### src/rtl/polar_encoder.sv
// Iterative polar encoder: one butterfly stage per cycle over an N-bit work register,
// producing x = u' * F^(kron n) in natural order with a valid/ready handshake on both sides.
module polar_encoder #(
  parameter int unsigned N     = 16,
  parameter int unsigned LOG2N = 4
) (
  input  logic         clk,
  input  logic         rst_n,
  input  logic         in_valid,
  output logic         in_ready,
  input  logic [N-1:0] in_u,
  input  logic [N-1:0] in_frozen,
  output logic         out_valid,
  input  logic         out_ready,
  output logic [N-1:0] out_x,
  output logic         busy
);

  localparam int unsigned SW = $clog2(LOG2N) + 1;
  localparam logic [SW-1:0] LastStage = SW'(LOG2N - 1);

  localparam logic [1:0] IDLE = 2'd0;
  localparam logic [1:0] ENC  = 2'd1;
  localparam logic [1:0] DONE = 2'd2;

  logic [1:0]    state_q, state_d;
  logic [SW-1:0] stage_q, stage_d;
  logic [N-1:0]  work_q, work_d;
  logic [N-1:0]  stage_x;

  // Butterfly for the current stage: partner index is i with bit s set.
  always_comb begin
    stage_x = work_q;
    for (int s = 0; s < int'(LOG2N); s++) begin
      if (stage_q == SW'(s)) begin
        for (int i = 0; i < int'(N); i++) begin
          if (((i >> s) & 1) == 0) begin
            stage_x[i] = work_q[i] ^ work_q[i | (1 << s)];
          end
        end
      end
    end
  end

  always_comb begin
    state_d = state_q;
    stage_d = stage_q;
    work_d  = work_q;
    case (state_q)
      IDLE: begin
        if (in_valid) begin
          work_d  = in_u & ~in_frozen;
          stage_d = '0;
          state_d = ENC;
        end
      end
      ENC: begin
        work_d  = stage_x;
        stage_d = stage_q + 1'b1;
        if (stage_q == LastStage) begin
          state_d = DONE;
        end
      end
      DONE: begin
        if (out_ready) begin
          state_d = IDLE;
        end
      end
      default: begin
        state_d = IDLE;
      end
    endcase
  end

  always_ff @(posedge clk or negedge rst_n) begin
    if (!rst_n) begin
      state_q <= IDLE;
      stage_q <= '0;
      work_q  <= '0;
    end else begin
      state_q <= state_d;
      stage_q <= stage_d;
      work_q  <= work_d;
    end
  end

  assign in_ready  = (state_q == IDLE);
  assign out_valid = (state_q == DONE);
  assign busy      = (state_q != IDLE);
  assign out_x     = work_q;

endmodule

### config.mk
export PLATFORM = sky130hd
export DESIGN_NAME = polar_encoder
export DESIGN_NICKNAME = d
export VERILOG_FILES = /design/src/rtl/polar_encoder.sv
export SDC_FILE = /design/constraint.sdc
export NUM_CORES = 1
export LEC_CHECK = 0
export BUFFER_PORTS_ARGS = -buffer_cell sky130_fd_sc_hd__buf_2
export CAP_MARGIN = 20
export CORE_ASPECT_RATIO = 0.8
export CORE_UTILIZATION = 35
export DETAILED_ROUTE_END_ITERATION = 16
export PLACE_DENSITY = 0.58
export SYNTH_ARGS = -nofsm -noshare
export SYNTH_HDL_FRONTEND = slang
export SYNTH_SLANG_ARGS = --single-unit
### constraint.sdc
create_clock -name clk -period 3.3 [get_ports clk]
set_clock_uncertainty 0.1 [all_clocks]
set_input_delay 0.165 -clock clk [delete_from_list [all_inputs] [get_ports clk]]
set_output_delay 0.165 -clock clk [all_outputs]
set_load 0.005 [all_outputs]
* Yosys cells after proc, flatten, opt, wreduce, memory -nomap -nowiden
Cells that the tools add are included.
W data, S select, Z words.
** Word-level totals
- Logic and storage cells :: 121
- Output and inout bits :: 19
- Input bits :: 36
- Register bits :: 21
** Cells by class
- Bitwise logic cells :: 35
- Equal/unequal tests :: 22
- Multiplexer cells :: 23
- Add/sub/neg operators :: 1
- Reduce and logical (&&, ||, !) cells :: 22
** Operators with widths (number)
- $reduce_and A3 Y1 :: 17
- $pmux W16 S2 :: 1
- $xor A1 B1 Y1 :: 32
- $ne A3 B3 Y1 const B :: 6
- $and A16 B16 Y16 :: 1
- $mux W16 :: 1
- $ne A4 B4 Y1 const B :: 4
- $not A16 Y16 :: 1
- $mux W2 :: 7
- $ne A2 B2 Y1 const B :: 5
- $mux W1 :: 8
- $mux W4 :: 2
- $mux W8 :: 1
- $eq A3 B2 Y1 const B :: 2
- $pmux W2 S3 :: 1
- $pmux W3 S2 :: 1
- $ne A5 B5 Y1 const B :: 1
- $reduce_bool A2 Y1 :: 2
- $add A3 B1 Y3 const B :: 1
- $eq A3 B1 Y1 const B :: 1
- $logic_not A3 Y1 :: 1
- $mux W3 :: 1
- $eq A2 B1 Y1 const B :: 1
- $eq A2 B2 Y1 const B :: 1
- other kinds (4) :: 4

* Depth between registers and ports, before layout
Gate-level depths: netlist (run 1).
- Depth after elaboration :: 6
- Gate-level depth with buffers :: 7
- Depth with buffers taken out :: 7

* Worst setup path after synthesis (run 1)
Ideal clock, no wire load.
- Path type :: register -> register
- From :: register stage_q[0]
- To :: register work_q[0], in the netlist out_x[0]
- Clock period less this slack :: 1.840 ns
- Arrival time :: 1.620 ns
- Library setup time :: 0.120 ns
- Buffers on the path :: 1
- Path slack :: 1.460 ns
- Cell stages (with the launch flop) :: 7
- Data required time :: 3.080 ns
- Cell sequence :: dfrtp_1 > ha_1 > ha_1 > clkbuf_1 > o31ai_1 > a21boi_1 > a31o_2
** Between the ends
- Longest elaborated chain between the ends :: 5
- Elaborated cells on any way between the ends :: 10
- Classes of those cells :: 4 x eq/ne; 4 x mux; 2 x reduce/logical
** RTL lines
- start, declared :: line 27 : logic [SW-1:0] stage_q, stage_d;
- start signal, assigned :: line 82 : stage_q <= stage_d;
- $eq A3 B1 Y1 :: line 35 : if (stage_q == SW'(s)) begin
- $mux W2 :: line 35
- $mux W4 :: line 35
- $mux W8 :: line 35
- $pmux W16 S2 :: line 49 : case (state_q)
- end signal, assigned :: line 83 : work_q <= work_d;
- end, declared :: line 28 : logic [N-1:0] work_q, work_d;
Parallel ways exist; a longest one is shown, timed or not. The select of a mux whose other input is x is not followed.
A chain may end at the register's enable or synchronous reset.

* Worst setup path after layout (run 1)
- From :: register stage_q[2]
- To :: register work_q[5], in the netlist out_x[5]
** Between the ends
- Longest elaborated chain between the ends :: 3
- Elaborated cells on any way between the ends :: 6
- Classes of those cells :: 3 x eq/ne; 2 x mux; 1 x reduce/logical
** RTL lines (line)
- $eq A3 B1 Y1 or $eq A3 B2 Y1 (tied branches) :: 35
- $ne A3 B3 Y1 (no source line) or $mux W8 (tied branches)
- $reduce_and A3 Y1 (no source line) or $pmux W16 S2 (tied branches)
Parallel ways exist; a longest one is shown, timed or not. The select of a mux whose other input is x is not followed.

==> results of run 1 <==
[flip-flops by register name (all words and copies together), names as in the netlist]
name	flops
stage_q	3
out_x	16
state_q	2
[worst min-delay path by stage]
stage	start	end	slack, ns
6_report	in_u[15]	out_x[15]	0.05
4_1_cts	in_u[15]	out_x[15]	0.04
2_1_floorplan	rst_n	out_x[0]	-0.23
5_1_grt	in_u[15]	out_x[15]	0.08
3_3_place_gp	rst_n	out_x[12]	0.07
3_5_place_dp	rst_n	out_x[12]	0.06
[cell usage in the layout, fill, tap and decap left out, types with 2 or more instances in the layout]
| cell | instances |
|---|---|
| a21oi_1 | 24 |
| a22o_1 | 3 |
| a31o_2 | 3 |
| a31oi_1 | 9 |
| buf_2 | 54 |
| buf_4 | 2 |
| clkbuf_8 | 3 |
| dfrtp_1 | 21 |
| ha_1 | 6 |
| inv_1 | 19 |
| mux2i_1 | 5 |
| nand2_1 | 25 |
| nand2b_1 | 10 |
| nand3b_1 | 2 |
| nor2_1 | 7 |
| nor2b_1 | 5 |
| nor3_1 | 3 |
| nor3b_1 | 3 |
| o21ai_0 | 18 |
| o21ba_2 | 3 |
| o22ai_1 | 6 |
| o32a_1 | 2 |
[power by group through the flow]
stage               logic [W]  registers (W)  clock network (W)
floorplan            0.000935       0.000514                  0
global placement      0.00125       0.000570                  0
detailed placement    0.00126       0.000569                  0
CTS                   0.00126       0.000566           0.000180
global route          0.00143       0.000590           0.000192
finish                0.00127       0.000565           0.000174
[final cells by class]
class | count | share of cell area [%]
clock buffer | 3 | 2.12
clock inverter | 1 | 0.257
inverter | 19 | 3.66
multi-input combinational | 152 | 48.1
sequential | 21 | 27.0
tap | 57 | 3.66
timing repair buffer | 57 | 15.2
[worst max-delay path: stages (launching register included)]
cell	delay, ns
dfrtp_1	0.47
inv_1	0.19
ha_1	0.53
nor2b_1	0.13
a21oi_1	0.21
nor3_1	0.07
a31oi_1	0.21
o22ai_1	0.11
[timing repair]
action | in CTS | in global routing
setup endpoints to repair | 0 | 0
hold buffers | 1 | 0
endpoints found under the hold margin | 21 | 0
[cell families after synthesis]
family	Yosys count	share of synthesized area (%)
DFF	21	33.4
AOI/OAI and AO/OA	80	31.8
and+or+nand+nor	60	19.1
buffers and inverters	28	7.00
adders and majority gates	6	4.77
muxes	6	3.90
[metal layers]
layer	vias up	global-route usage [%]
met5	-	0
met1	717	26.5
li1	819	-
met2	55	29.8
met3	2	3.65
met4	0	3.57
[metrics by stage]
stage | util (%) | hold slack [ns] | total power (W) | cells | area (sq um)
2_1_floorplan | - | -0.231 | 0.00145 | 201 | 1570
3_3_place_gp | 44.4 | 0.0677 | 0.00182 | 305 | 1890
3_5_place_dp | 44.4 | 0.0613 | 0.00183 | 305 | 1890
4_1_cts | 45.7 | 0.0421 | 0.00201 | 310 | 1950
5_1_grt | 45.7 | 0.0813 | 0.00222 | 310 | 1950
6_report | 45.7 | 0.0468 | 0.00201 | 310 | 1950
==> flow_summary_export.csv, run 1 <==
group,metric,value,unit
status,status,"finished clean",
floorplanning,die_w,76.9,um
grt,grt_pass1_vias,1382,
clocking,cts_tree,"done",
route,drt_pass1_iterations,4,
timing,worst_pin_slew,0.886,ns
critical_path,worstSetupPathType,"reg -> reg",
synth,synth_seq_cells,21,
route,wl_met3,252,um
clocking,clock-root-buffer,"clkbuf_8",
synth,synth_most_common_cell,"nand2_1",
synth,synth.area.top_cells,"dfrtp_1, a21oi_1, nand2_1",
layout,nNetsFinal,296,
route,wl_met2,1810,um
critical_path,reg2reg_depth,7,
power,power.internal,0.00104,W
clocking,numCtsBuffers,3,
power,p_leak,0.948,nW
floorplanning,start_util,36.9,%
grt,antenna_found_initial,0,
power,ir_worst_vdd,0.000486,V
power,power.density,1030,mW/mm^2
grt,grt_start_max_net_pins,22,
floorplanning,core_area,0.00426,sq mm
clocking,cts.repair.resized,0,
layout,register_area,526,sq um
route,drt-met1-wl,2220,um
grt,grt_pass1_wl,6830,um
critical_path,r2r-end,"out_x[5]",
timing,setup_ws,1.15,ns
synth,ys_async_sr_fraction,100,%
synth,synth-edff-count,0,
clocking,insertion_delay,0.27,ns
critical_path,regToRegSetupSlack,1.15,ns
synth,ys.flop_type,"dfrtp_1",
synth,ys_types,39,
route,wire_per_inst,13.9,um
route,ant_nets,0,
synth,ys_warn_count,0,
critical_path,r2r-start,"stage_q[2]",
critical_path,worstPathMaxFanout,14,
route,drcViolationCount,0,
place,gp_congestion,0.823,
synth,yosys-top-cells-count,"nand2_1, a21oi_1, dfrtp_1",
timing,maxSlewHeadroom,41.0,%
floorplanning,die_y,62.0,um
grt,grt_overflow,0,
power,swShare,48.3,%
layout,drive_gt1_share,26.9,%
synth,syn_inst,201,
clocking,clockBufferDepth,2,
power,pwr-share-comb,63.2,%
route,wirelength,4300,um
route,via_per_inst,5.14,
worst_hold_path,hp-class,"in -> reg",
floorplanning,io_pins,55,
synth,yosysSeqAreaShare,33.4,%
layout,area_growth,23.8,%
route,top_layer,"met4",
route,via_count,1593,
place,post-place-ws,1.21,ns
route,drt_iter0_drc,113,
synth,synth_top_cell_by_area,"dfrtp_1",
critical_path,arrival,2.19,ns
critical_path,crit_path_end_kind,"register",
floorplanning,die_area,0.00477,sq mm
job,drv_cap,0,
synth,syn-num-nets,243,
clocking,clkSinkCount,21,
power,switchingPower,0.000971,W
power,clockPowerShare,8.7,%
timing,post-route-period-util,65.2,%
timing,rsz0062_at_grt,"no",
timing,setup_tns,0,ns
critical_path,required,3.34,ns
worst_hold_path,holdPathStages,3,
timing,fin_crit,2.15,ns
layout,antenna_cells,0,
timing,slew_violations,0,
timing,setup_violations,0,
floorplanning,placementRows,21,
grt,grt_util_all_layers,18.6,%
clocking,clk_pin_slew,0.08,ns
synth,synth_top_area_share,33.4,%
critical_path,crit_end,"out_x[5]",
critical_path,crit_start,"stage_q[2]",
place,place_hpwl,3160,um
clocking,cts_setup_buffers,0,
synth,synth_area,0.00157,sq mm
timing,max_freq,465,MHz
power,pwr-share-seq,28.1,%
layout,multi_input_area,937,sq um
layout,fillers,436,
clocking,htreeDepth,1,
place,io_buffers,54,
critical_path,start_kind,"register",
timing,hold_viol_final,0,
synth,synth.avg_cell_area,7.82,sq um
(Power assumes the default switching activity.)
==> inputs of run 2 (changes only) <==
- ABC_AREA: not set -> 1
- clock period: 3.3 -> 2.1 ns (I/O delays scaled with it)
==> run 2 against run 1 <==
Against the previous run:
- final area increased by 3.8%
- count of clock-buffer cells in the layout increased by 1
- non-clock buffer count increased by 5
- synthesized area increased by 1.1%
- die area increased by 1.1%
- maximum frequency increased by 12%
- final cell count increased by 15%
- first-iteration DRC count decreased by 27%
- wire length increased by 1.9%
- highest routed layer unchanged
==> flow_summary_export.csv, run 2 <==
group,metric,value,unit
timing,slew_violations,0,
job,drv_cap,0,
grt,grt_pass1_vias,1540,
synth,synth_area,0.00159,sq mm
layout,final_cell_mix,"nand2_1, buf_2, inv_1",
route,wire_per_inst,12.3,um
synth,synth_top_area_share,33.0,%
critical_path,worstPathMaxFanout,10,
layout,largest_reg_flops,16,
critical_path,reg2reg_depth,7,
timing,max_freq,522,MHz
synth,synth.avg_cell_area,6.68,sq um
floorplanning,die_y,62.3,um
clocking,clock-root-buffer,"clkbuf_8",
worst_hold_path,holdPathStages,3,
floorplanning,placementRows,21,
route,via_count,1692,
critical_path,r2r-end,"out_x[2]",
grt,grt_start_max_net_pins,25,
power,total_power,0.00343,W
synth,ys.flop_type,"dfrtp_1",
route,drt_iter0_drc,83,
synth,yosysSeqAreaShare,33.0,%
synth,synth_seq_cells,21,
synth,yosys-top-cells-count,"nand2_1, inv_1, o21ai_0",
worst_hold_path,hp-class,"in -> reg",
synth,synth.area.top_cells,"dfrtp_1, nand2_1, inv_1",
synth,ys_warn_count,0,
grt,grt_util_all_layers,19.6,%
clocking,cts_tree,"done",
layout,nNetsFinal,341,
route,drt_pass1_iterations,4,
layout,antenna_cells,0,
timing,setup_tns,0,ns
clocking,numCtsBuffers,3,
floorplanning,start_util,37.1,%
floorplanning,io_pins,55,
synth,syn-num-nets,280,
clocking,insertion_delay,0.26,ns
clocking,clockBufferDepth,2,
synth,ys_types,30,
timing,setup_ws,0.184,ns
critical_path,arrival,2.00,ns
layout,area_growth,27.1,%
route,via_per_inst,4.77,
timing,fin_crit,1.92,ns
place,place_hpwl,3280,um
floorplanning,die_area,0.00482,sq mm
layout,fillers,448,
power,p_leak,1.10,nW
timing,hold_viol_final,0,
layout,final_common_cell,"nand2_1",
grt,grt_overflow,0,
layout,drive_gt1_share,24.5,%
place,gp_congestion,0.837,
power,ir_worst_vdd,0.000672,V
timing,whs,0.0220,ns
worst_hold_path,min_to,"out_x[0]",
power,power.density,1700,mW/mm^2
synth,ys_async_sr_fraction,100,%
floorplanning,die_w,77.4,um
critical_path,worstSetupPathType,"reg -> reg",
synth,synth-edff-count,0,
critical_path,crit_path_end_kind,"register",
route,wirelength,4380,um
route,ant_nets,0,
status,status,"finished clean",
place,io_buffers,54,
critical_path,r2r-start,"stage_q[1]",
critical_path,start_kind,"register",
timing,setup_violations,0,
critical_path,regToRegSetupSlack,0.18,ns
floorplanning,core_area,0.00428,sq mm
timing,post-route-period-util,91.2,%
worst_hold_path,hold_start,"in_frozen[0]",
place,post-place-ws,0.200,ns
clocking,clk_pin_slew,0.08,ns
critical_path,required,2.19,ns
route,drcViolationCount,0,
synth,synth_most_common_cell,"nand2_1",
synth,synth_top_cell_by_area,"dfrtp_1",
clocking,clkSinkCount,21,
grt,grt_pass1_wl,7470,um
timing,worst_pin_slew,0.496,ns
synth,syn_inst,238,
clocking,htreeDepth,1,
timing,maxSlewHeadroom,66.9,%
grt,antenna_found_initial,0,
## run 2: critical path, stage by stage (launching register included)
cell        delay (ns)
dfrtp_1           0.38
ha_1              0.19
ha_1              0.27
clkinvlp_4        0.24
or2_2             0.33
nand3_1           0.09
nand3_1           0.08
a21oi_1           0.15
## run 2: repair_timing
action                                  4_1_cts  5_1_grt
buffers inserted                              0        3
gates resized for setup                       0        1
hold buffers                                  4        0
endpoints found under the hold margin        23        0
endpoints found under the setup margin        0        1
## run 2: per-stage QoR
stage	std cells	util, %	area, sq um
final	355	47.2	2020
after global routing	355	47.2	2020
after CTS	352	46.6	1990
after detailed placement	344	44.6	1910
after global placement	344	44.6	1910
after floorplan	238	-	1590
## run 2: how the worst max path moves through the flow
stage | start | end | slack [ns] | cells after the start
finish | stage_q[1] | out_x[2] | 0.18 | 7
global route | stage_q[1] | out_x[3] | -0.009 | 8
CTS | stage_q[0] | out_x[3] | 0.18 | 8
detailed placement | stage_q[0] | out_x[3] | 0.20 | 8
global placement | stage_q[0] | out_x[3] | 0.29 | 8
floorplan | stage_q[0] | out_x[4] | 0.45 | 11
## run 2: routing by layer
| metal | part of all wire, % | up-vias | global-route usage (%) | routed length, um |
|---|---|---|---|---|
| li1 | - | 892 | - | - |
| met1 | 53 | 747 | 29.2 | 2300 |
| met2 | 42 | 51 | 30.1 | 1830 |
| met3 | 5.1 | 2 | 3.53 | 222 |
| met4 | 0.48 | 0 | 2.83 | 21 |
| met5 | 0 | - | 0 | 0 |
## run 2: power breakdown
| part | total [W] | leakage [nW] | switching, W | internal [W] |
|---|---|---|---|---|
| sequential | 0.000852 | 0.255 | 0.000235 | 0.000617 |
| clock | 0.000272 | 0.0228 | 0.000137 | 0.000135 |
| combinational | 0.00231 | 0.827 | 0.00140 | 0.000908 |
## run 2: final cells by class
class | instances | area, sq um | share of cell area (%)
Clock buffer | 4 | 45.0 | 2.23
Multi-Input combinational cell | 177 | 895 | 44.3
Timing Repair Buffer | 62 | 353 | 17.5
Tap cell | 57 | 71.3 | 3.53
Inverter | 34 | 131 | 6.50
Sequential cell | 21 | 526 | 26.0
## run 2: cells by family (layout without fill, tap and decap cells)
group	Yosys count	count (layout)	synth area share [%]
AO/OA/AOI/OAI	51	51	17.9
adder cells (fa/ha/maj)	6	6	4.72
buffers and inverters	40	100	10.7
AND/OR/NAND/NOR	116	116	31.4
XOR/XNOR	4	4	2.20
flip-flops	21	21	33.0
